[src/rtl/calc_pkg.sv]
// Shared definitions for the button/keypad front end: per-button FSM encoding,
// default timing constants and a counter-width helper.
package calc_pkg;

    typedef enum logic [1:0] {
        ST_IDLE    = 2'd0,
        ST_PRESSED = 2'd1,
        ST_HELD    = 2'd2
    } btn_state_t;

    localparam int DEF_TICK_DIV       = 100000;
    localparam int DEF_DEBOUNCE_TICKS = 10;
    localparam int DEF_HOLD_TICKS     = 500;
    localparam int DEF_REPEAT_TICKS   = 100;

    // Bits needed to hold 0..limit inclusive.
    function automatic int cnt_width(input int limit);
        return (limit < 1) ? 1 : $clog2(limit + 1);
    endfunction

endpackage

[src/rtl/debounce_tick_gen.sv]
// Sample-tick prescaler shared by every button channel: one-cycle tick every
// TICK_DIV clocks (continuous tick when TICK_DIV is 1).
module debounce_tick_gen
    import calc_pkg::*;
#(
    parameter int TICK_DIV = DEF_TICK_DIV
) (
    input  logic clk,
    input  logic reset,
    output logic tick
);

    localparam int            CW   = (TICK_DIV > 1) ? $clog2(TICK_DIV) : 1;
    localparam logic [CW-1:0] LAST = CW'(TICK_DIV - 1);

    logic [CW-1:0] count_reg;

    assign tick = (count_reg == LAST);

    always_ff @(posedge clk or negedge reset) begin
        if (!reset) begin
            count_reg <= '0;
        end else if (tick) begin
            count_reg <= '0;
        end else begin
            count_reg <= count_reg + CW'(1);
        end
    end

endmodule

[src/rtl/button_debounce_multi.sv]
// N-channel button front end: sync, tick-sampled debounce, press/release pulses,
// long-press hold pulse and auto-repeat, all channels sharing one tick prescaler.
module button_debounce_multi
    import calc_pkg::*;
#(
    parameter int               N_BTN          = 5,
    parameter int               TICK_DIV       = DEF_TICK_DIV,
    parameter int               DEBOUNCE_TICKS = DEF_DEBOUNCE_TICKS,
    parameter int               HOLD_TICKS     = DEF_HOLD_TICKS,
    parameter int               REPEAT_TICKS   = DEF_REPEAT_TICKS,
    parameter int               REPEAT_EN      = 1,
    parameter logic [N_BTN-1:0] INVERT_MASK    = {N_BTN{1'b0}}
) (
    input  logic             clk,
    input  logic             reset,
    input  logic [N_BTN-1:0] btn_in,
    output logic [N_BTN-1:0] btn_level,
    output logic [N_BTN-1:0] btn_press,
    output logic [N_BTN-1:0] btn_release,
    output logic [N_BTN-1:0] btn_hold,
    output logic [N_BTN-1:0] btn_repeat,
    output logic             any_press
);

    localparam int DW = cnt_width(DEBOUNCE_TICKS);
    localparam int HW = cnt_width(HOLD_TICKS);
    localparam int RW = cnt_width(REPEAT_TICKS);

    localparam logic [DW-1:0] DEB_LAST  = DW'(DEBOUNCE_TICKS - 1);
    localparam logic [HW-1:0] HOLD_LAST = HW'(HOLD_TICKS - 1);
    localparam logic [RW-1:0] REP_LAST  = RW'(REPEAT_TICKS - 1);

    logic tick;

    debounce_tick_gen #(
        .TICK_DIV (TICK_DIV)
    ) u_tick_gen (
        .clk   (clk),
        .reset (reset),
        .tick  (tick)
    );

    assign any_press = |btn_press;

    for (genvar gi = 0; gi < N_BTN; gi++) begin : g_ch
        logic          sync1_reg, sync2_reg;
        logic          level_reg, press_reg, release_reg, hold_reg, repeat_reg;
        logic [DW-1:0] deb_cnt_reg;
        logic          pressed, differs, flip, rise, fall;

        btn_state_t    state_reg, state_next;
        logic [HW-1:0] hold_cnt_reg, hold_cnt_next;
        logic [RW-1:0] rep_cnt_reg, rep_cnt_next;
        logic          hold_next, repeat_next;

        assign pressed = sync2_reg ^ INVERT_MASK[gi];
        assign differs = pressed != level_reg;
        assign flip    = tick && differs && (deb_cnt_reg == DEB_LAST);
        assign rise    = flip && !level_reg;
        assign fall    = flip && level_reg;

        // Sync flops reset to the idle pin level so no channel looks pressed.
        always_ff @(posedge clk or negedge reset) begin
            if (!reset) begin
                sync1_reg   <= INVERT_MASK[gi];
                sync2_reg   <= INVERT_MASK[gi];
                level_reg   <= 1'b0;
                deb_cnt_reg <= '0;
                press_reg   <= 1'b0;
                release_reg <= 1'b0;
            end else begin
                sync1_reg   <= btn_in[gi];
                sync2_reg   <= sync1_reg;
                press_reg   <= rise;
                release_reg <= fall;
                if (tick) begin
                    if (!differs || flip) begin
                        deb_cnt_reg <= '0;
                    end else begin
                        deb_cnt_reg <= deb_cnt_reg + DW'(1);
                    end
                    if (flip) begin
                        level_reg <= ~level_reg;
                    end
                end
            end
        end

        always_ff @(posedge clk or negedge reset) begin
            if (!reset) begin
                state_reg    <= ST_IDLE;
                hold_cnt_reg <= '0;
                rep_cnt_reg  <= '0;
                hold_reg     <= 1'b0;
                repeat_reg   <= 1'b0;
            end else begin
                state_reg    <= state_next;
                hold_cnt_reg <= hold_cnt_next;
                rep_cnt_reg  <= rep_cnt_next;
                hold_reg     <= hold_next;
                repeat_reg   <= repeat_next;
            end
        end

        // Release is checked first so it masks a hold/repeat on the same tick.
        always_comb begin
            state_next    = state_reg;
            hold_cnt_next = hold_cnt_reg;
            rep_cnt_next  = rep_cnt_reg;
            hold_next     = 1'b0;
            repeat_next   = 1'b0;
            if (fall) begin
                state_next = ST_IDLE;
            end else begin
                case (state_reg)
                    ST_IDLE: begin
                        if (rise) begin
                            state_next    = ST_PRESSED;
                            hold_cnt_next = '0;
                        end
                    end
                    ST_PRESSED: begin
                        if (tick) begin
                            hold_cnt_next = hold_cnt_reg + HW'(1);
                            if (hold_cnt_reg == HOLD_LAST) begin
                                hold_next    = 1'b1;
                                state_next   = ST_HELD;
                                rep_cnt_next = '0;
                            end
                        end
                    end
                    ST_HELD: begin
                        if (tick) begin
                            if (rep_cnt_reg == REP_LAST) begin
                                repeat_next  = (REPEAT_EN != 0);
                                rep_cnt_next = '0;
                            end else begin
                                rep_cnt_next = rep_cnt_reg + RW'(1);
                            end
                        end
                    end
                    default: state_next = ST_IDLE;
                endcase
            end
        end

        assign btn_level[gi]   = level_reg;
        assign btn_press[gi]   = press_reg;
        assign btn_release[gi] = release_reg;
        assign btn_hold[gi]    = hold_reg;
        assign btn_repeat[gi]  = repeat_reg;
    end

endmodule

[config.mk]
export PLATFORM = sky130hd
export DESIGN_NAME = button_debounce_multi
export DESIGN_NICKNAME = d
export VERILOG_FILES = /design/src/rtl/calc_pkg.sv /design/src/rtl/debounce_tick_gen.sv /design/src/rtl/button_debounce_multi.sv
export SDC_FILE = /design/constraint.sdc
export NUM_CORES = 1
export LEC_CHECK = 0
export CORE_UTILIZATION = 40
export DETAILED_ROUTE_END_ITERATION = 12
export PLACE_DENSITY = 0.63
export SYNTH_ARGS = -nofsm -noshare
export SYNTH_HDL_FRONTEND = slang
export SYNTH_SLANG_ARGS = --single-unit
[constraint.sdc]
create_clock -name clk -period 2.85 [get_ports clk]
set_input_delay 0.57 -clock clk [delete_from_list [all_inputs] [get_ports clk]]
set_output_delay 0.57 -clock clk [all_outputs]
set_load 0.005 [all_outputs]
After elaboration in Yosys (flattened, before gate mapping) --
Index checks and enable logic that the tools add are counted.
Cells by class: add/sub/neg operators 16, equality and inequality tests 71, muxes and demuxes 111, bitwise logic cells 10, reductions and logical operators 71
Operators with widths (number):
- 2-to-1 mux 7 bit | 20
- 2-to-1 mux 9 bit | 10
- one-hot mux 9 bit (2 select lines) | 5
- one-hot mux 7 bit (2 select lines) | 5
- != test 2 bit, second input constant | 25
- adder 9 x 1 -> 9 bit, second input constant | 5
- == test 9 bit, second input constant | 5
- != test 3 bit, second input constant | 15
- 2-to-1 mux 1 bit | 40
- 2-to-1 mux 2 bit | 20
- AND reduction 4 bit | 10
- adder 7 x 1 -> 7 bit, second input constant | 5
- == test 7 bit, second input constant | 5
- one-hot mux 2 bit (3 select lines) | 5
- AND reduction 5 bit | 5
- adder 4 x 1 -> 4 bit, second input constant | 5
- == test 4 bit, second input constant | 5
- logical AND 1 bit | 20
- 2-to-1 mux 4 bit | 5
- nonzero test 2 bit | 10
- adder 17 x 1 -> 17 bit, second input constant | 1
- == test 17 bit, second input constant | 1
- 2-to-1 mux 17 bit | 1
- == test 2 x 1 -> 1 bit, second input constant | 5
- other kinds (8) | 46
Word-level totals: register bits 162, bits of input ports 7, output and inout port bits 26, logic and storage cells 335

Depth between registers and ports, before layout --
Gate-level depths: netlist (run 1).
depth after elaboration 7, mapped depth 9, mapped depth without buffers 7

Cells and area by module --
A second synthesis (run 1) with hierarchy kept.
Second synthesis, totals: cells, all modules 851, area total of the unflattened synthesis 8524.4 um^2
By module, submodules not included:
- button_debounce_multi | times used 1, cells an instance 776, area each 7726.2 um^2
- debounce_tick_gen | times used 1, cells an instance 75, area each 798.3 um^2

Least setup slack after synthesis (run 1) --
Ideal clock, no wire load.
path type reg2reg, start point register u_tick_gen.count_reg[0], end point register g_ch[2].hold_cnt_reg[4], arrival time 2.232 ns, required time 2.781 ns, slack 0.549 ns, cell stages (with the launch flop) 9, clock period less this slack 2.301 ns, cell sequence dfrtp_1 -> ha_1 -> and4_1 -> buf_6 -> nand4_4 -> or4_1 -> buf_2 -> or4b_1 -> nand3_1
Between the ends: cells in the longest elaborated chain, start to end 6, elaborated cells on any way between the ends 9, those cells by class eq/ne: 3; bitwise: 1; reduce/logical: 5
Ends and longest elaborated chain:
- from (decl) | line debounce_tick_gen.sv:16 | logic [CW-1:0] count_reg;
- from (signal assigned) | line debounce_tick_gen.sv:26 | count_reg <= count_reg + CW'(1);
- == test 17 bit * | line debounce_tick_gen.sv:18 | assign tick = (count_reg == LAST);
- logical AND 1 bit (2 in a row) | line button_debounce_multi.sv:58 | assign flip = tick && differs && (deb_cnt_reg == DEB_LAST);
- logical AND 1 bit (on tied branches) | line button_debounce_multi.sv:59, button_debounce_multi.sv:60
- != test 2 bit (no source line) or inverter 1 bit (tied branches)
- AND reduction 4 bit (no source line) *
- to (signal assigned) | line button_debounce_multi.sv:98 | hold_cnt_reg <= hold_cnt_next;
- to (decl) | line button_debounce_multi.sv:52 | logic [HW-1:0] hold_cnt_reg, hold_cnt_next;
Mark *: on every way between the ends. The rest lies on a longest branch, timed or not. A chain may end at the register's enable or synchronous reset.

Final worst setup path (run 1) --
start point register u_tick_gen.count_reg[0], end point register g_ch[4].rep_cnt_reg[3]
Between the ends: cells in the longest elaborated chain, start to end 6, elaborated cells on any way between the ends 8, those cells by class eq/ne: 3; bitwise: 1; reduce/logical: 4
Ends and longest elaborated chain:
- == test 17 bit * | line debounce_tick_gen.sv:18
- logical AND 1 bit (2 in a row) | line button_debounce_multi.sv:58
- logical AND 1 bit | line button_debounce_multi.sv:60 | assign fall = flip && level_reg;
- inverter 1 bit (no source line)
- AND reduction 5 bit (no source line) *
- to (signal assigned) | line button_debounce_multi.sv:99 | rep_cnt_reg <= rep_cnt_next;
- to (decl) | line button_debounce_multi.sv:53 | logic [RW-1:0] rep_cnt_reg, rep_cnt_next;
Marks and branches as above.

==> results.yml, run 1 <==
worst_setup_path:
  cpPeakStageDelay_ns: 0.48
  path_buf_inv: 1
  end_kind: "flip-flop"
  r2r-end: "g_ch[4].rep_cnt_reg[3]$_DFFE_PN0P_"
  path_cells: "ha_1 > and4_1 > nand4_4 > buf_4 > or3_1 > or3b_2 > nand2_1"
  ff2ff_path_depth: 7
  cp_num_cells: 7
  start_kind: "flip-flop"
  rrSetupSlack_ns: 0.36
  critPathMaxFanout: 16
  r2r-start: "u_tick_gen.count_reg[0]$_DFF_PN0_"
  cp_top_family: "simple AND/OR/NAND/NOR gates"
  crit_slowest_cell: "or3b_2"
  crit_arrival_ns: 2.86
  required_ns: 3.21
  worstSetupPathType: "reg2reg"
pwr:
  switching_share: 0.210
  seq_power_share: 0.491
  p_per_area_mw_per_mm2: 500
  peakVddDrop_mv: 0.404
  power_leakage_nw: 3.98
  power_frac_comb: 0.015
  p_int_mw: 3.72
  total_power_mw: 4.71
  pwr-share-clk: 0.495
  power.net_switching_mw: 0.990
final_layout:
  fin_nets: 918
  drive_gt1_frac: 0.0764
  largest_reg_flops: 45
  syn_to_final_growth_pct: 14.1
  antenna_cells: 0
hold_path:
  hp-class: "in2async"
sta:
  hold_viol_final: 0
  setup_violations: 0
  period_share: 0.875
  fin_worst_skew_ns: 0.0136
  slew_headroom: 0.509
  rsz0062_at_grt: "no"
  worst_pin_slew_ns: 0.730
  final.setup.tns_ns: 0
  drv_slew: 0
  fmax_mhz: 401
  fin_hold_ws_ns: 0.126
  finalCriticalPeriod_ns: 2.49
global_route:
  grt_pass1_vias: 6135
  antenna_found_initial: 0
  grt_pass1_wl_mm: 29.9
  grt_overflow: 0
  grt_usage: 0.172
  grt_max_degree: 67
clocking:
  cts_resized: 0
  cts_setup_buffers: 0
  clock_path_buffers: 2
  cts_sinks: 162
  path_clk_slew_ns: 0.06
  cts_root_buf: "clkbuf_16"
  cts.htree.levels: 4
  cts_tree: "done"
  cts_made_buffers: 17
  hold_buffers: 0
  clk_latency_ns: 0.43
floorplanning:
  die_h_um: 146
  num_io_pins: 33
  fp.dieW_um: 146
  start_util: 0.408
  rows: 52
  coreArea_mm2: 0.0202
  die-area_mm2: 0.0212
logic_synthesis:
  yosysWarnings: 0
  async_flop_share: 1.00
  synth_edf_count: 0
  syn_inst: 862
  synth_fp_nets: 890
  synth_cell_types: 54
  synthFlopType: "dfrtp_1"
  syn-mean-instance-area_um2: 9.58
  ys_ff_latch: 162
  ys_seq_area_frac: 0.491
  syn-cell-area_mm2: 0.00826
place:
  place_congestion: 0.832
  hpwl_mm: 11.6
  port_buffers: 32
detailed_routing:
  wire_per_inst_um: 14.6
  drt_first_pass_iters: 5
  drc: 0
  drt-total-wl_mm: 17.1
  vias_per_cell: 5.42
  drt_iter0_markers: 350
  vias: 6357
  ant_nets: 0
outcome:
  status: "complete, no violations"
job:
  cap_violations: 0
[synthesized netlist by cell type, drive strengths merged (22+ instances only)]
master	n	share of area
a21oi	32	0.019
a31oi	36	0.027
and3	24	0.018
buf	28	0.026
dfrtp	162	0.49
inv	26	0.012
nand2	69	0.031
nand2b	22	0.017
nand3	53	0.032
nor2	58	0.026
nor2b	24	0.018
o21ai	86	0.052
o31ai	23	0.021
or3	22	0.017
[power by group through the flow]
stage / Clock, mW / Sequential (mW) / Combinational, mW
final: 2.33 / 2.31 / 0.0696
after global routing: 2.48 / 2.31 / 0.0826
after CTS: 2.39 / 2.31 / 0.0744
after detailed placement: 0 / 2.36 / 0.0745
after global placement: 0 / 2.36 / 0.0743
after floorplan: 0 / 2.35 / 0.00989
[layer usage]
layer	vias up	global-route usage	routed length, um
li1	3187	-	-
met4	0	0.0489	149
met2	82	0.271	7960
met1	3076	0.240	8520
met5	-	0	0
met3	12	0.0335	440
[cell type report]
type                       count  area, um^2
clock inverter                13         160
timing repair buffer          52         497
inverter                      26        97.6
tap                          270         338
sequential                   162        4050
fill                        1927       10800
multi-input combinational    631        3840
clock buffer                  19         443
[placed cells by master, fill, tap and decap left out, types with 17 or more instances in the layout]
cell	Yosys	routed
dfrtp_1	162	162
o21ai_0	86	86
nand2_1	69	69
nor2_1	58	58
nand3_1	53	53
a31oi_1	36	36
a21oi_1	32	32
clkdlybuf4s50_1	0	31
inv_1	26	26
nor2b_1	24	24
and3_1	24	24
o31ai_1	23	23
nand2b_1	22	22
or3_1	22	22
ha_1	21	21
buf_4	25	18
clkbuf_16	0	17
[through the flow]
stage | cells | instance area (um^2) | setup slack [ns] | utilization
after floorplan | 862 | 8260 | 0.549 | -
after global placement | 1141 | 8820 | 0.411 | 0.436
after detailed placement | 1141 | 8820 | 0.359 | 0.436
after CTS | 1173 | 9430 | 0.332 | 0.466
after global routing | 1173 | 9430 | 0.188 | 0.466
final | 1173 | 9430 | 0.356 | 0.466
[worst max path at each step]
stage / end / from / slack (ns)
finish: g_ch[4].rep_cnt_reg[3]$_DFFE_PN0P_ / u_tick_gen.count_reg[0]$_DFF_PN0_ / 0.36
global route: g_ch[3].hold_cnt_reg[8]$_DFFE_PN0P_ / u_tick_gen.count_reg[0]$_DFF_PN0_ / 0.19
CTS: g_ch[4].rep_cnt_reg[3]$_DFFE_PN0P_ / u_tick_gen.count_reg[0]$_DFF_PN0_ / 0.33
detailed placement: g_ch[4].rep_cnt_reg[3]$_DFFE_PN0P_ / u_tick_gen.count_reg[0]$_DFF_PN0_ / 0.36
global placement: g_ch[4].rep_cnt_reg[4]$_DFFE_PN0P_ / u_tick_gen.count_reg[0]$_DFF_PN0_ / 0.41
floorplan: g_ch[2].hold_cnt_reg[4]$_DFFE_PN0P_ / u_tick_gen.count_reg[0]$_DFF_PN0_ / 0.55
[cells by family after synthesis]
kind of cell             Yosys count  synth area share
adder cells (fa/ha/maj)           21            0.0318
multiplexers                      10            0.0127
AND/OR/NAND/NOR                  360             0.239
XOR/XNOR                          19            0.0201
flip-flops                       162             0.491
buffers and inverters             69            0.0447
AO/OA/AOI/OAI                    221             0.161
No activity file was read; power rests on OpenSTA's default activity.
==> inputs of run 2 (changes only) <==
Settings changed: DONT_BUFFER_PORTS from default to 1, PLACE_DENSITY 0.63 to 0.61.
==> results.yml, run 2 (synthesized netlist as in run 1, its figures left out) <==
worst_setup_path:
  worstSetupPathType: "reg2reg"
  rrSetupSlack_ns: 0.38
  end_kind: "flip-flop"
  r2r-start: "g_ch[2].deb_cnt_reg[0]$_DFFE_PN0N_"
  path_cells: "ha_1 > nand3b_1 > nor3_1 > or4_1 > or4b_1 > nand3_1"
  critPathMaxFanout: 10
  required_ns: 3.21
  r2r-end: "g_ch[2].hold_cnt_reg[4]$_DFFE_PN0P_"
  start_kind: "flip-flop"
  cpPeakStageDelay_ns: 0.71
  crit_slowest_cell: "or4_1"
  ff2ff_path_depth: 6
  crit_arrival_ns: 2.83
clocking:
  cts.htree.levels: 4
  cts_setup_buffers: 0
  clk_latency_ns: 0.43
  path_clk_slew_ns: 0.06
  cts_sinks: 162
  cts_root_buf: "clkbuf_16"
  cts_tree: "done"
  cts_resized: 0
  cts_made_buffers: 17
  clock_path_buffers: 2
pwr:
  total_power_mw: 4.50
  power_leakage_nw: 3.83
  p_per_area_mw_per_mm2: 500
  peakVddDrop_mv: 0.400
hold_path:
  hp-class: "in2async"
floorplanning:
  die-area_mm2: 0.0212
  coreArea_mm2: 0.0202
  start_util: 0.408
  die_h_um: 146
  num_io_pins: 33
  fp.dieW_um: 146
  rows: 52
detailed_routing:
  drc: 0
  wire_per_inst_um: 14.8
  vias_per_cell: 5.46
  vias: 6203
  drt_iter0_markers: 385
  drt-total-wl_mm: 16.8
  drt_first_pass_iters: 5
  ant_nets: 0
sta:
  fmax_mhz: 405
  fin_hold_ws_ns: -0.161
  fin_worst_skew_ns: 0.00860
  drv_slew: 0
  finalCriticalPeriod_ns: 2.47
  rsz0062_at_grt: "no"
  worst_pin_slew_ns: 0.773
  final.setup.tns_ns: 0
  slew_headroom: 0.480
  period_share: 0.865
  hold_viol_final: 162
  setup_violations: 0
final_layout:
  fin_nets: 881
  fillers: 1919
  antenna_cells: 0
  drive_gt1_frac: 0.0693
  mostFrequentLayoutCell: "dfrtp_1"
  syn_to_final_growth_pct: 9.03
  largest_reg_flops: 45
  utilization: 0.445
  layout_common_cells: "162 x dfrtp_1, 86 x o21ai_0, 69 x nand2_1"
global_route:
  grt_overflow: 0
  grt_pass1_vias: 5763
  grt_max_degree: 163
  antenna_found_initial: 0
  grt_usage: 0.167
  grt_pass1_wl_mm: 28.9
place:
  place_congestion: 0.824
  port_buffers: 0
  hpwl_mm: 11.2
job:
  cap_violations: 0
outcome:
  status: "complete, but fails checks"
  violations: "negative hold slack"
## run 2: changes by cell type in the layout (fill, tap and decap cells not counted), sizes merged, moves of 2 or more
| cell | before | now |
|---|---|---|
| clkinv | 4 | 7 |
| clkbuf | 19 | 21 |
| buf | 21 | 15 |
| clkinvlp | 5 | 2 |
| clkdlybuf4s50 | 31 | 0 |
## run 2: power by group
part           switching, mW  total (mW)  internal, mW
Combinational        0.00640      0.0118       0.00544
Sequential           0.00573        2.31          2.31
Clock                  0.896        2.17          1.28
## run 2: final cells by class
type                    instances  area, um^2  share of cell area
flip-flops and latches        162        4050               0.450
multi-input cells             631        3840               0.426
clock buffers                  21         440              0.0489
well taps                     270         338              0.0375
repair buffers                 15         125              0.0139
clock inverters                11         114              0.0126
inverters                      26        97.6              0.0108
## run 2: per-layer routing
layer | GRT usage | vias to the layer above | wire (um)
li1 | - | 3119 | -
met1 | 0.233 | 2989 | 8310
met2 | 0.250 | 74 | 7600
met3 | 0.0398 | 21 | 537
met4 | 0.0674 | 0 | 314
met5 | 0 | - | 0
## run 2: worst max-delay path by stage
stage,from,endpoint,slack [ns],cells past startpoint
floorplan,u_tick_gen.count_reg[0]$_DFF_PN0_,g_ch[2].hold_cnt_reg[4]$_DFFE_PN0P_,0.55,8
global placement,u_tick_gen.count_reg[0]$_DFF_PN0_,g_ch[4].hold_cnt_reg[4]$_DFFE_PN0P_,0.45,8
detailed placement,u_tick_gen.count_reg[0]$_DFF_PN0_,g_ch[4].hold_cnt_reg[6]$_DFFE_PN0P_,0.39,8
CTS,u_tick_gen.count_reg[0]$_DFF_PN0_,g_ch[4].hold_cnt_reg[2]$_DFFE_PN0P_,0.39,8
global route,u_tick_gen.count_reg[0]$_DFF_PN0_,g_ch[4].hold_cnt_reg[4]$_DFFE_PN0P_,0.20,8
finish,g_ch[2].deb_cnt_reg[0]$_DFFE_PN0N_,g_ch[2].hold_cnt_reg[4]$_DFFE_PN0P_,0.38,6
## run 2: worst max-delay path: cells and delay by family (launching register included)
kind	cells	cell delay, ns
fa+ha+maj	1	0.21
simple gates	5	1.76
flops	1	0.42
## run 2: through the flow
stage,cell area [um^2],std cells,setup WS (ns)
floorplan,8260,862,0.549
global placement,8450,1104,0.455
detailed placement,8450,1104,0.394
CTS,9010,1136,0.386
global route,9010,1136,0.203
finish,9010,1136,0.384
==> inputs of run 3 (changes only) <==
Settings changed: CTS_CLUSTER_SIZE from default to 20.
==> results of run 3 <==
Same layout as run 2: the final DEF is identical, and so are final timing and power.
